<file path="src/rtl/trap_ctrl_if.sv">
// CSR exception interface between the commit-stage trap generator and its consumers.
// The master end produces trap requests; the slave end supplies retire/interrupt state.
interface trap_ctrl_if #(
   parameter int unsigned CNT_W = 16
);
   logic              commit_valid;
   logic [63:0]       commit_pc;
   logic              commit_ecall;
   logic              commit_ebreak;
   logic              commit_illegal;
   logic              commit_mret;
   logic              wfi_active;
   logic [63:0]       wfi_pc;
   logic              mstatus_mie;
   logic              mie_mtie;
   logic              mtip;

   logic              exception_flag;
   logic [4:0]        exception_cause;
   logic [63:0]       epc;
   logic              flush;
   logic [CNT_W-1:0]  trap_cnt;
   logic              commit_in_drain;

   modport master (
      input  commit_valid, commit_pc, commit_ecall, commit_ebreak, commit_illegal,
             commit_mret, wfi_active, wfi_pc, mstatus_mie, mie_mtie, mtip,
      output exception_flag, exception_cause, epc, flush, trap_cnt, commit_in_drain
   );

   modport slave (
      output commit_valid, commit_pc, commit_ecall, commit_ebreak, commit_illegal,
             commit_mret, wfi_active, wfi_pc, mstatus_mie, mie_mtie, mtip,
      input  exception_flag, exception_cause, epc, flush, trap_cnt, commit_in_drain
   );
endinterface

</file>
<file path="src/rtl/trap_ctrl.sv">
// Commit-stage trap request generator: turns retiring exceptions, mret and the machine
// timer interrupt into a one-cycle CSR trap request plus a multi-cycle pipeline flush.
module trap_ctrl #(
   parameter int unsigned FLUSH_CYCLES = 3,
   parameter logic [4:0]  CAUSE_MRET   = 5'h1F,
   parameter int unsigned CNT_W        = 16
) (
   input logic         clk,
   input logic         rst,
   trap_ctrl_if.master bus
);

   typedef enum logic [1:0] {
      S_IDLE,
      S_ARM,
      S_FIRE,
      S_DRAIN
   } state_t;

   localparam logic [4:0] CAUSE_ILLEGAL = 5'h02;
   localparam logic [4:0] CAUSE_EBREAK  = 5'h03;
   localparam logic [4:0] CAUSE_ECALL   = 5'h0B;
   localparam logic [4:0] CAUSE_MTI     = 5'h17;
   localparam logic [3:0] DRAIN_LEN     = 4'(FLUSH_CYCLES - 1);

   state_t            state_q, state_d;
   logic [3:0]        drain_q, drain_d;
   logic              irq_q;
   logic              flag_q;
   logic [4:0]        cause_q;
   logic [63:0]       epc_q;
   logic              flush_q;
   logic [CNT_W-1:0]  cnt_q;
   logic              sticky_q;

   logic              take;
   logic [4:0]        ev_cause;
   logic [63:0]       ev_epc;
   logic              accepting;

   assign accepting = (state_q == S_IDLE) || (state_q == S_ARM);

   // Trap event decode; synchronous exceptions outrank the armed timer interrupt.
   // NOTE: every variable assigned in always_comb gets a default first, otherwise a
   // path that skips the assignment infers a latch.
   always_comb begin
      take     = 1'b0;
      ev_cause = '0;
      ev_epc   = '0;
      if (accepting) begin
         if (bus.commit_valid) begin
            take   = 1'b1;
            ev_epc = bus.commit_pc;
            if (bus.commit_illegal) begin
               ev_cause = CAUSE_ILLEGAL;
            end else if (bus.commit_ebreak) begin
               ev_cause = CAUSE_EBREAK;
            end else if (bus.commit_ecall) begin
               ev_cause = CAUSE_ECALL;
            end else if (bus.commit_mret) begin
               ev_cause = CAUSE_MRET;
            end else if (state_q == S_ARM) begin
               ev_cause = CAUSE_MTI;
               ev_epc   = bus.commit_pc + 64'd4;
            end else begin
               take = 1'b0;
            end
         end else if ((state_q == S_ARM) && bus.wfi_active) begin
            take     = 1'b1;
            ev_cause = CAUSE_MTI;
            ev_epc   = bus.wfi_pc + 64'd4;
         end
      end
   end

   always_comb begin
      state_d = state_q;
      drain_d = drain_q;
      case (state_q)
         S_IDLE: begin
            if (take) begin
               state_d = S_FIRE;
            end else if (irq_q) begin
               state_d = S_ARM;
            end
         end
         S_ARM: begin
            if (take) begin
               state_d = S_FIRE;
            end else if (!irq_q) begin
               state_d = S_IDLE;
            end
         end
         S_FIRE: begin
            // A single-cycle flush needs no drain phase at all.
            if (DRAIN_LEN == 4'd0) begin
               state_d = S_IDLE;
            end else begin
               state_d = S_DRAIN;
               drain_d = DRAIN_LEN;
            end
         end
         S_DRAIN: begin
            if (drain_q <= 4'd1) begin
               state_d = S_IDLE;
            end else begin
               drain_d = drain_q - 4'd1;
            end
         end
         default: state_d = S_IDLE;
      endcase
   end

   // NOTE: state is updated with non-blocking assignments so every register samples
   // the pre-edge values, independent of statement order.
   always_ff @(posedge clk) begin
      if (!rst) begin
         state_q  <= S_IDLE;
         drain_q  <= '0;
         irq_q    <= 1'b0;
         flag_q   <= 1'b0;
         cause_q  <= '0;
         epc_q    <= '0;
         flush_q  <= 1'b0;
         cnt_q    <= '0;
         sticky_q <= 1'b0;
      end else begin
         state_q <= state_d;
         drain_q <= drain_d;
         irq_q   <= bus.mtip & bus.mstatus_mie & bus.mie_mtie;
         flag_q  <= take;
         flush_q <= (state_d == S_FIRE) || (state_d == S_DRAIN);
         if (take) begin
            cause_q <= ev_cause;
            epc_q   <= ev_epc;
            if (ev_cause != CAUSE_MRET) begin
               cnt_q <= cnt_q + CNT_W'(1);
            end
         end
         if (!accepting && bus.commit_valid) begin
            sticky_q <= 1'b1;
         end
      end
   end

   assign bus.exception_flag  = flag_q;
   assign bus.exception_cause = cause_q;
   assign bus.epc             = epc_q;
   assign bus.flush           = flush_q;
   assign bus.trap_cnt        = cnt_q;
   assign bus.commit_in_drain = sticky_q;

   a_flag_implies_flush : assert property (@(posedge clk) disable iff (!rst) flag_q |-> flush_q);

endmodule

</file>
<file path="src/flat_wrapper.sv">
// flat-port wrapper written by rule: the top's interface ports become plain ports
module trap_ctrl_flat 
#(
   parameter int unsigned FLUSH_CYCLES = 3,
   parameter logic [4:0]  CAUSE_MRET   = 5'h1F,
   parameter int unsigned CNT_W        = 16
)
  (clk, rst, bus_commit_valid, bus_commit_pc, bus_commit_ecall, bus_commit_ebreak, bus_commit_illegal, bus_commit_mret, bus_wfi_active, bus_wfi_pc, bus_mstatus_mie, bus_mie_mtie, bus_mtip, bus_exception_flag, bus_exception_cause, bus_epc, bus_flush, bus_trap_cnt, bus_commit_in_drain);
  trap_ctrl_if #(.CNT_W(CNT_W)) bus_i ();
  input logic clk;
  input logic rst;
  input wire logic [$bits(bus_i.commit_valid)-1:0] bus_commit_valid;
  input wire logic [$bits(bus_i.commit_pc)-1:0] bus_commit_pc;
  input wire logic [$bits(bus_i.commit_ecall)-1:0] bus_commit_ecall;
  input wire logic [$bits(bus_i.commit_ebreak)-1:0] bus_commit_ebreak;
  input wire logic [$bits(bus_i.commit_illegal)-1:0] bus_commit_illegal;
  input wire logic [$bits(bus_i.commit_mret)-1:0] bus_commit_mret;
  input wire logic [$bits(bus_i.wfi_active)-1:0] bus_wfi_active;
  input wire logic [$bits(bus_i.wfi_pc)-1:0] bus_wfi_pc;
  input wire logic [$bits(bus_i.mstatus_mie)-1:0] bus_mstatus_mie;
  input wire logic [$bits(bus_i.mie_mtie)-1:0] bus_mie_mtie;
  input wire logic [$bits(bus_i.mtip)-1:0] bus_mtip;
  output wire logic [$bits(bus_i.exception_flag)-1:0] bus_exception_flag;
  output wire logic [$bits(bus_i.exception_cause)-1:0] bus_exception_cause;
  output wire logic [$bits(bus_i.epc)-1:0] bus_epc;
  output wire logic [$bits(bus_i.flush)-1:0] bus_flush;
  output wire logic [$bits(bus_i.trap_cnt)-1:0] bus_trap_cnt;
  output wire logic [$bits(bus_i.commit_in_drain)-1:0] bus_commit_in_drain;
  assign bus_i.commit_valid = bus_commit_valid;
  assign bus_i.commit_pc = bus_commit_pc;
  assign bus_i.commit_ecall = bus_commit_ecall;
  assign bus_i.commit_ebreak = bus_commit_ebreak;
  assign bus_i.commit_illegal = bus_commit_illegal;
  assign bus_i.commit_mret = bus_commit_mret;
  assign bus_i.wfi_active = bus_wfi_active;
  assign bus_i.wfi_pc = bus_wfi_pc;
  assign bus_i.mstatus_mie = bus_mstatus_mie;
  assign bus_i.mie_mtie = bus_mie_mtie;
  assign bus_i.mtip = bus_mtip;
  assign bus_exception_flag = bus_i.exception_flag;
  assign bus_exception_cause = bus_i.exception_cause;
  assign bus_epc = bus_i.epc;
  assign bus_flush = bus_i.flush;
  assign bus_trap_cnt = bus_i.trap_cnt;
  assign bus_commit_in_drain = bus_i.commit_in_drain;
  trap_ctrl #(.FLUSH_CYCLES(FLUSH_CYCLES), .CAUSE_MRET(CAUSE_MRET), .CNT_W(CNT_W)) u_core (.clk(clk), .rst(rst), .bus(bus_i));
endmodule
</file>
<file path="config.mk">
export PLATFORM = sky130hd
export DESIGN_NAME = trap_ctrl_flat
export DESIGN_NICKNAME = d
export VERILOG_FILES = /design/src/rtl/trap_ctrl_if.sv /design/src/rtl/trap_ctrl.sv /design/src/flat_wrapper.sv
export SDC_FILE = /design/constraint.sdc
export NUM_CORES = 1
export LEC_CHECK = 0
export CORE_MARGIN = 2
export CORE_UTILIZATION = 51
export CTS_CLUSTER_SIZE = 24
export DETAILED_ROUTE_END_ITERATION = 12
export GPL_TIMING_DRIVEN = 1
export PLACE_DENSITY = 0.88
export REMOVE_ABC_BUFFERS = 1
export SETUP_SLACK_MARGIN = 0.15
export SYNTH_ARGS = -nofsm -noshare
export SYNTH_HDL_FRONTEND = slang
export SYNTH_SLANG_ARGS = --single-unit
</file>
<file path="constraint.sdc">
create_clock -name clk -period 6.55 [get_ports clk]
set_input_delay 0.655 -clock clk [delete_from_list [all_inputs] [get_ports clk]]
set_output_delay 0.655 -clock clk [all_outputs]
set_load 0.02 [all_outputs]
</file>
==> results of run 1 <==
==> critical path, cell delays in order <==
cell	delay [ns]
clkdlybuf4s50_1	0.59
nand4_1	0.24
or4_1	0.87
or4_1	0.66
o41a_1	0.40
o21ai_0	0.23
a31oi_1	0.12
==> logic make-up after synthesis <==
logic type,share of synthesized area
and+or+nand+nor,0.332
AOI/OAI and AO/OA,0.217
DFF,0.274
xor gates and xnor gates,0.106
buffers and inverters,0.0498
muxes,0.0124
adders and majority gates,0.00911
==> sequential cells by signal, summed over array words and instances, names as in the netlist <==
| register | cells |
|---|---|
| u_core.bus.commit_in_drain | 1 |
| u_core.bus.epc | 64 |
| u_core.bus.exception_cause | 4 |
| u_core.bus.exception_flag | 1 |
| u_core.bus.flush | 1 |
| u_core.bus.trap_cnt | 16 |
| u_core.drain_q | 4 |
| u_core.irq_q | 1 |
| u_core.state_q | 2 |
==> through the flow <==
| stage | cells | util | hold WS [ns] | total power, mW |
|---|---|---|---|---|
| after global routing | 1298 | 0.717 | 0.485 | 1.76 |
| after detailed placement | 1282 | 0.694 | 0.449 | 1.13 |
| after global placement | 1282 | 0.694 | 0.446 | 1.13 |
| after CTS | 1298 | 0.717 | 0.467 | 1.69 |
| after floorplan | 873 | - | 0.470 | 0.866 |
| final | 1298 | 0.717 | 0.466 | 1.70 |
==> report_power, final <==
part	switching, mW	leakage (nW)	internal (mW)
clock network	0.262	0.150	0.305
logic	0.257	2.25	0.225
registers	0.0314	0.772	0.619
==> worst max path at each step <==
stage                               to  slack, ns  depth (start not counted)
finish              u_core.bus.epc[49]       2.98                          7
global route        u_core.bus.epc[49]       2.83                          7
CTS                 u_core.bus.epc[58]       3.02                          7
detailed placement  u_core.bus.epc[58]       2.66                          7
global placement    u_core.bus.epc[58]       2.72                          7
floorplan           u_core.bus.epc[45]       2.62                          5
==> area by class of cell <==
class	count	area, sq um	area share
multi-input combinational	756	4660	0.492
timing repair buffer	233	2310	0.244
sequential	94	1880	0.199
clock buffer	10	229	0.0242
tap	176	220	0.0233
inverter	23	86.3	0.00912
clock inverter	6	76.3	0.00807
==> cells in the final DEF (no fill, tap or decap), types with 10 or more instances in the layout <==
| master | n |
|---|---|
| a21oi_1 | 45 |
| a221oi_1 | 26 |
| a31oi_1 | 21 |
| and3_1 | 25 |
| and4_1 | 14 |
| clkdlybuf4s50_1 | 225 |
| dfxtp_1 | 94 |
| inv_1 | 21 |
| nand2_1 | 69 |
| nand3_1 | 49 |
| nand4_1 | 48 |
| nor2_1 | 76 |
| nor3_1 | 45 |
| nor4_1 | 53 |
| o21a_1 | 10 |
| o21ai_0 | 79 |
| o31a_1 | 16 |
| xnor2_1 | 43 |
| xor2_1 | 40 |
==> layer usage <==
| metal | up-vias | routed length [microns] | GRT usage |
|---|---|---|---|
| li1 | 3891 | - | - |
| met1 | 3842 | 10200 | 0.437 |
| met2 | 515 | 11000 | 0.536 |
| met3 | 83 | 2670 | 0.0718 |
| met4 | 0 | 946 | 0.154 |
| met5 | - | 0 | 0 |
==> results.md, run 1 <==
* Outcome: finished clean
* Total I/O pin count at 227
* Worst-path maximum fanout at 16
* Most frequent cell after synthesis: dfxtp_1
* Sequential-to-total area share from yosys stat at 0.274
* CTS tree: done
* Via/cell ratio at ~6.4
* EDFF count, synth at 0
* Worst Clk Skew at 0.00539 ns
* First-pass GRT wire length at around 39 mm
* R2R Path Start: u_core.state_q[1]
* # DRC at 0
* Clk root buf: clkbuf_16
* Startpoint types: input pin
* Critical Path RT at 6.74 ns
* TritonCTS buffer count at 9
* Drt wl/cell at 19.1 microns
* Max-slew violation count at 0
* Mapped Cells at about 930
* Worst setup startpoint: bus_wfi_pc[16]
* Clock Pin Slew Worst Setup and Hold Paths at 0.07 ns
* DR iter-0 viols at about 950
* Yosys top cell area share at 0.274
* Synth area leaders: dfxtp_1 (27%), o21ai_0 (5.8%), xnor2_1 (5.5%), xor2_1 (5.1%), nor4_1 (4.9%)
* Max VDD drop at between 100 and 150 uV
* Post-synth cell types at 55
* Post-layout min period at 3.57 ns
* Die Y at 120 microns
* Later-pin clock latency in the skew report at 0.35 ns
* Worst-Margin Slew at 1.05 ns
* R2R Setup Slk at 3.68 ns
* Mapped cell area at 0.00686 sq mm
* Largest net degree at the start of global routing at 71
* WHS Path Cells at 2
* Initial antenna violation count at 1
* Die ar. at roughly 0.014 sq mm
* Cell accounting for the most synthesized area: dfxtp_1
* CP Class: in -> reg
* Top_reg_cell synth: dfxtp_1
* Reg2reg path depth at 6
* Port buffer count at 226
* Static Leak at 3.17 nW
* Post-route cell area at 0.00946 sq mm
* Cts repair resizes at 0
* Core footprint at 0.0132 sq mm
* Gr ovfl total at 0
* List of most frequent post-synthesis cells: dfxtp_1 (94), o21ai_0 (79), nor2_1 (76), nand2_1 (69), nor4_1 (54)
* Final period utilization at 0.544
* Max_cap viols at 0
* Clk sinks at 94
* Pre-CTS WS at 2.66 ns
* Post-DP HPWL at 17.5 mm
* F_max at 280 MHz
* CP arrival at between 3 and 4 ns
* Detail Route Antenna Nets at 0
* Share of layout cells above drive strength 1 at 0.0419
* Hold Path End: u_core.bus.exception_cause[3]
* # hold bufs at CTS at 0
* Wirelength, routed at between 20 and 25 mm
* TritonRoute pass-1 iters at 5
* H-tree depth at 3
* FILL cells at 1,073
* Die width at ~120 microns
* P&R area growth vs syn at 37.8%
* Worst R2R End: u_core.bus.epc[58]
* Endpoints failing setup at 0
* Hold Vio Cnt, Final at 0
* Vias in the first global route at slightly below 8,000
* Starting Density at 0.520
* Relative slew slack at 0.296
* Post-DP Area at 0.00916 sq mm
* Yosys reg bits at 94
* Yosys warns at 0
* Post-CTS Setup Bufs at 0
* CP Capture Type: register
* Unrepaired setup endpoints after global routing: no
* Vias at 8,331
* Final net count at 1,261
* Max clock buf depth at 2
* Setup TNS at 0 ns
* Std-Cell Rows at 42
* Power Density at 180 mW/mm^2
* Worst setup margin at 2.98 ns
* Mean Syn Cell Area at approximately 7.4 sq um
* Gpl congestion at 0.964
* Async S/R FF share, synth at 0
* Hold Crit Start: u_core.bus.exception_cause[3]
* GR Util All Layers at 0.337
* Diodes inserted at 0
* Worst min-delay path class: reg -> reg
Power figures use the tool's default switching activity.
==> inputs of run 2 (changes only) <==
- CORE_UTILIZATION: 51 -> 47
- PLACE_DENSITY: 0.88 -> 0.82
- clock period: 6.55 -> 3.7 ns (I/O delays scaled with it)
==> run 2 against run 1 <==
Effect of this change:
- largest cell class unchanged
- flip-flop and latch count unchanged
- via count decreased by 0.90%
- sequential power rose by 77%
- first-iteration DRC count decreased by 11%
- worst setup slack lost 2.5 ns
- combinational power is 78% higher
- register-to-register slack worse by 2.8 ns
- non-clock buffer count increased by 19
- die area increased by 8.2%
==> results.md, run 2 (synthesized netlist as in run 1, its figures left out) <==
* Std-Cell Rows at 44
* Relative slew slack at 0.282
* Gr ovfl total at 0
* H-tree depth at 3
* TritonRoute pass-1 iters at 5
* Worst min-delay path class: in -> reg
* Max-slew violation count at 0
* DR iter-0 viols at 849
* Most used cell, CP: or4_4
* Met3 GRT Util at 0.0558
* Slowest CP cell: or4_4
* Power Density at about 310 mW/mm^2
* Static Leak at 3.26 nW
* Max VDD drop at 216 uV
* Initial antenna violation count at 1
* Detail Route Antenna Nets at 0
* # hold bufs at CTS at 0
* Unrepaired setup endpoints after global routing: no
* TritonCTS buffer count at 9
* CP arrival at 3.47 ns
* Worst path max stage delay at between 0.6 and 0.7 ns
* Drt wl/cell at 18.8 microns
* Hold Vio Cnt, Final at 0
* Post-Place Cells at 1,309
* P&R area growth vs syn at 40.1%
* Clk root buf: clkbuf_16
* Most frequent cells in the layout: clkdlybuf4s50_1 (225), dfxtp_1 (94), o21ai_0 (79)
* Outcome: finished clean
* Clock power share at 0.326
* Final net count at between 1,000 and 1,500
* GR Util All Layers at 0.311
* Worst Clk Skew at 0.0120 ns
* Worst-path maximum fanout at 11
* Endpoints failing setup at 0
* # DRC at 0
* Vias in the first global route at 7,655
* Final Util at 0.667
* Post-CTS Setup Bufs at 0
* CP Class: in -> reg
* Met1 Resource Use GR at 0.401
* Die Y at 125 microns
* Finished Layout Cells at 1,326
* Cts repair resizes at 0
* Max_cap viols at 0
* Seq pwr share at 0.385
* CTS tree: done
* Sw Ratio at 0.335
* Grt met2 use at 0.507
* Worst path cell trace: clkdlybuf4s50_1, or4_4, or4_4, or4_4, nor4_1, mux2_2, a31oi_1
* Total I/O pin count at between 200 and 250
* Part of the power in combinational logic at 0.288
* Final period utilization at 0.860
* Via/cell ratio at 6.23
* CP Capture Type: register
* First-pass GRT wire length at 39.5 mm
* Busiest layer in global routing: met2
* Port buffer count at 226
* Startpoint types: input pin
* Post-DP HPWL at 18.2 mm
* Gpl congestion at between 0.9 and 1
* Share of layout cells above drive strength 1 at 0.0587
* Die width at 125 microns
* Later-pin clock latency in the skew report at roughly 0.36 ns
* Largest net degree at the start of global routing at 66
* Max reg flops at 64
* Starting Density at 0.476
* Vias at 8,256
* Die ar. at 0.0156 sq mm
* Worst-Margin Slew at 1.08 ns
* Pint at 1.98 mW
* F_max at ~310 MHz
* Max clock buf depth at 2
* Clk sinks at 94
* Wirelength, routed at 25.0 mm
* Critical Path RT at 3.99 ns
* Clock Pin Slew Worst Setup and Hold Paths at 0.08 ns
* Commonest non-fill, non-tap cell in the layout: clkdlybuf4s50_1
* Core footprint at approximately 0.014 sq mm
* FILL cells at 1,260
* Setup TNS at 0 ns
* Switching power at 0.999 mW
* Post-layout min period at 3.18 ns
## run 2: power groups by stage
stage / logic (mW) / registers (mW) / clock network, mW
2_1_floorplan: 0.274 / 1.26 / 0
3_3_place_gp: 0.838 / 1.17 / 0
3_5_place_dp: 0.847 / 1.17 / 0
4_1_cts: 0.853 / 1.15 / 0.983
5_1_grt: 0.921 / 1.16 / 1.03
6_report: 0.860 / 1.15 / 0.973
## run 2: final timing paths
check | start | to | slack, ns | cells past startpoint
worst max-delay path | bus_commit_ebreak | u_core.bus.epc[58] | 0.52 | 7
worst min-delay path | bus_commit_valid | u_core.bus.commit_in_drain | 0.41 | 3
worst max register to register | u_core.state_q[1] | u_core.bus.epc[58] | 0.89 | 6
worst min register to register | u_core.bus.epc[2] | u_core.bus.epc[2] | 0.47 | 2
## run 2: critical path, delay by kind of cell
family | cells | cell delay (ns)
simple gates | 4 | 2.09
mux | 1 | 0.37
buf+inv | 1 | 0.47
compound gates | 1 | 0.16
## run 2: final cells by class
cell class / count / area (sq um) / share of cell area
Clock inverter: 7 / 77.6 / 0.00807
Inverter: 23 / 86.3 / 0.00898
Multi-Input combinational cell: 756 / 4660 / 0.485
Sequential cell: 94 / 1880 / 0.196
Timing Repair Buffer: 252 / 2450 / 0.255
Tap cell: 184 / 230 / 0.0239
Clock buffer: 9 / 225 / 0.0234
Antenna cell: 1 / 2.50 / 0.000260
## run 2: metal layers
layer / vias up / routed length [microns]
met2: 480 / 11400
met3: 77 / 2370
met4: 0 / 938
met1: 3781 / 10300
li1: 3918 / -
met5: - / 0
## run 2: through the flow
stage                     hold slack [ns]  cell area (sq um)  power (mW)  setup slack [ns]
after floorplan                     0.466               6610        1.53            0.0573
after global placement              0.440               9310        2.01             0.209
after detailed placement            0.451               9310        2.02             0.194
after CTS                           0.390               9610        2.98             0.542
after global routing                0.402               9610        3.11             0.385
final                               0.415               9610        2.98             0.518
==> RTL change: new RTL, config.mk and constraints of run 1 <==
`CAUSE_MRET` is set to 5'h1F in 2 places; all go to 5'h0F.
--- a/src/rtl/trap_ctrl.sv
+++ b/src/rtl/trap_ctrl.sv
@@ -2,7 +2,7 @@
 // timer interrupt into a one-cycle CSR trap request plus a multi-cycle pipeline flush.
 module trap_ctrl #(
    parameter int unsigned FLUSH_CYCLES = 3,
-   parameter logic [4:0]  CAUSE_MRET   = 5'h1F,
+   parameter logic [4:0]  CAUSE_MRET   = 5'h0F,
    parameter int unsigned CNT_W        = 16
 ) (
    input logic         clk,
--- a/src/flat_wrapper.sv
+++ b/src/flat_wrapper.sv
@@ -2,7 +2,7 @@
 module trap_ctrl_flat 
 #(
    parameter int unsigned FLUSH_CYCLES = 3,
-   parameter logic [4:0]  CAUSE_MRET   = 5'h1F,
+   parameter logic [4:0]  CAUSE_MRET   = 5'h0F,
    parameter int unsigned CNT_W        = 16
 )
   (clk, rst, bus_commit_valid, bus_commit_pc, bus_commit_ecall, bus_commit_ebreak, bus_commit_illegal, bus_commit_mret, bus_wfi_active, bus_wfi_pc, bus_mstatus_mie, bus_mie_mtie, bus_mtip, bus_exception_flag, bus_exception_cause, bus_epc, bus_flush, bus_trap_cnt, bus_commit_in_drain);
Behaviour: not the same (a bounded check fails within 4 cycles, from zero or initial values and one cycle with rst low).
==> RTL change against run 1 <==
Setup slack worse by 0.22 ns. Wire length is 5.3% lower. Clock skew is 0.0020 ns lower. Synthesized area is 4.8% lower. Final area is 2.4% lower. Power is 0.85% higher. Synthesized cell count is 6.8% lower. Worst hold slack worse by 0.0084 ns. Sequential cell count is 1 higher. Largest cell class unchanged. Largest power group unchanged.
==> RTL change: results (changes against run 1) <==
Worst hold path
  • Hold path endpoint: u_core.bus.epc[2]$_SDFFE_PN0P_ (was u_core.bus.exception_cause[3]$_SDFFE_PN0P_)
  • Hold wc startpoint: u_core.bus.epc[2]$_SDFFE_PN0P_ (was u_core.bus.exception_cause[3]$_SDFFE_PN0P_)

Detailed routing
  • Initial DRC count: 741 (was 951)
  • Vias: 7578 (was 8331)
  • First-pass DRT Iterations: 7 (was 5)
  • Post-DR wirelength/cell: 18.84 um (was 19.11 um)

Setup path
  • Critical path's top delay family: simple AND/OR/NAND/NOR gates (unchanged)
  • R2R Path Start: u_core.state_q[1]$_SDFF_PN0_ (unchanged)
  • Worst reg2reg endpoint: u_core.bus.epc[43]$_SDFFE_PN0P_ (was u_core.bus.epc[58]$_SDFFE_PN0P_)
  • Slack of the worst reg-to-reg path: 3.32 ns (was 3.68 ns)
  • Worst path max stage delay: 0.93 ns (was 0.87 ns)
  • Slowest cell on the critical path: nor4_2 (was or4_1)
  • R2R depth: 7 (was 6)
  • CP max FO: 8 (was 16)
  • Worst Path Arrival: 4.02 ns (was 3.75 ns)
  • Critical Path Source: bus_commit_ebreak (was bus_wfi_pc[16])

Placed design
  • DP HPWL: 17140 um (was 17460 um)
  • GPL Wtd Cong: 0.9375 (was 0.9644)

Final layout
  • # fillers: 997 (was 1073)
  • Final #Nets: 1214 (was 1261)
  • Layout cells sized above 1: 0.03628 (was 0.04189)

GRT
  • M3 GR Usage: 0.06694 (was 0.07177)
  • Largest net degree at the start of global routing: 55 (was 71)
  • First-pass GRT wire length: 36430 um (was 39320 um)
  • Total Routing Usage GR: 0.3382 (was 0.3371)
  • Met1 Use GR: 0.4180 (was 0.4369)
  • Initial antenna violation count: 0 (was 1)
  • Met2 GRT Util: 0.5655 (was 0.5359)
  • Vias in the first global route: 7320 (was 7710)

Clocking
  • Post-CTS Setup Bufs: 0 (unchanged)

Synthesis
  • Largest cells by area after synthesis: dfxtp_1 29%, xor2_1 9.6%, xnor2_1 7.8% (was dfxtp_1 27%, o21ai_0 5.8%, xnor2_1 5.5%)
  • Synth cell count leaders: 116 x nor2_1, 95 x dfxtp_1, 72 x nand2_1, 72 x xor2_1, 58 x xnor2_1 (was 94 x dfxtp_1, 79 x o21ai_0, 76 x nor2_1)
  • Yosys cell types: 52 (was 55)
  • Sequential fraction of the synthesis area: 0.2909 (was 0.2742)

Power
  • Peak VDD IR: 131.3 uV (was 116.9 uV)
  • Leak pwr: 3.278 nW (was 3.171 nW)

Timing
  • Worst slew pin tran: 1.146 ns (was 1.055 ns)
  • Setup Skew: 0.003384 ns (was 0.005393 ns)

Status
  • Status: finished clean (unchanged)
[RTL change: layer usage]
metal | vias to the layer above | wire [um]
met5 | - | 0
met4 | 0 | 893
met3 | 66 | 2371
met2 | 447 | 11040
met1 | 3512 | 9182
li1 | 3553 | -
[RTL change: layout make-up]
type                    count  area share
well taps                 172     0.02330
flip-flops and latches     95      0.2059
multi-input cells         704      0.4739
clock inverters             5    0.009617
repair buffers            233      0.2500
inverters                  27     0.01097
clock buffers              11     0.02628
[RTL change: cell families (layout without fill, tap and decap cells)]
group,count (synthesis),after routing,share of synthesized area
and+or+nand+nor,419,419,0.3277
buffers and inverters,71,276,0.04191
AOI/OAI and AO/OA,148,148,0.1527
DFF,95,95,0.2909
adders and majority gates,5,5,0.009569
muxes,2,2,0.003062
xor gates and xnor gates,130,130,0.1742
[RTL change: through the flow]
| stage | hold WS (ns) | utilization | setup slack (ns) | instance area, sq um | std cells |
|---|---|---|---|---|---|
| finish | 0.4575 | 0.7350 | 2.767 | 9238 | 1247 |
| global route | 0.4727 | 0.7350 | 2.703 | 9238 | 1247 |
| CTS | 0.4574 | 0.7350 | 2.818 | 9238 | 1247 |
| detailed placement | 0.4476 | 0.7086 | 2.507 | 8906 | 1231 |
| global placement | 0.4403 | 0.7086 | 2.555 | 8906 | 1231 |
| floorplan | 0.4599 | - | 1.593 | 6365 | 826 |
[RTL change: report_power, final]
group | leakage, nW | total (W) | internal [W] | switching (W)
combinational | 2.34 | 0.000460 | 0.000218 | 0.000242
sequential | 0.780 | 0.000651 | 0.000622 | 0.0000291
clock | 0.162 | 0.000602 | 0.000351 | 0.000251
total | 3.28 | 0.00171 | 0.00119 | 0.000522
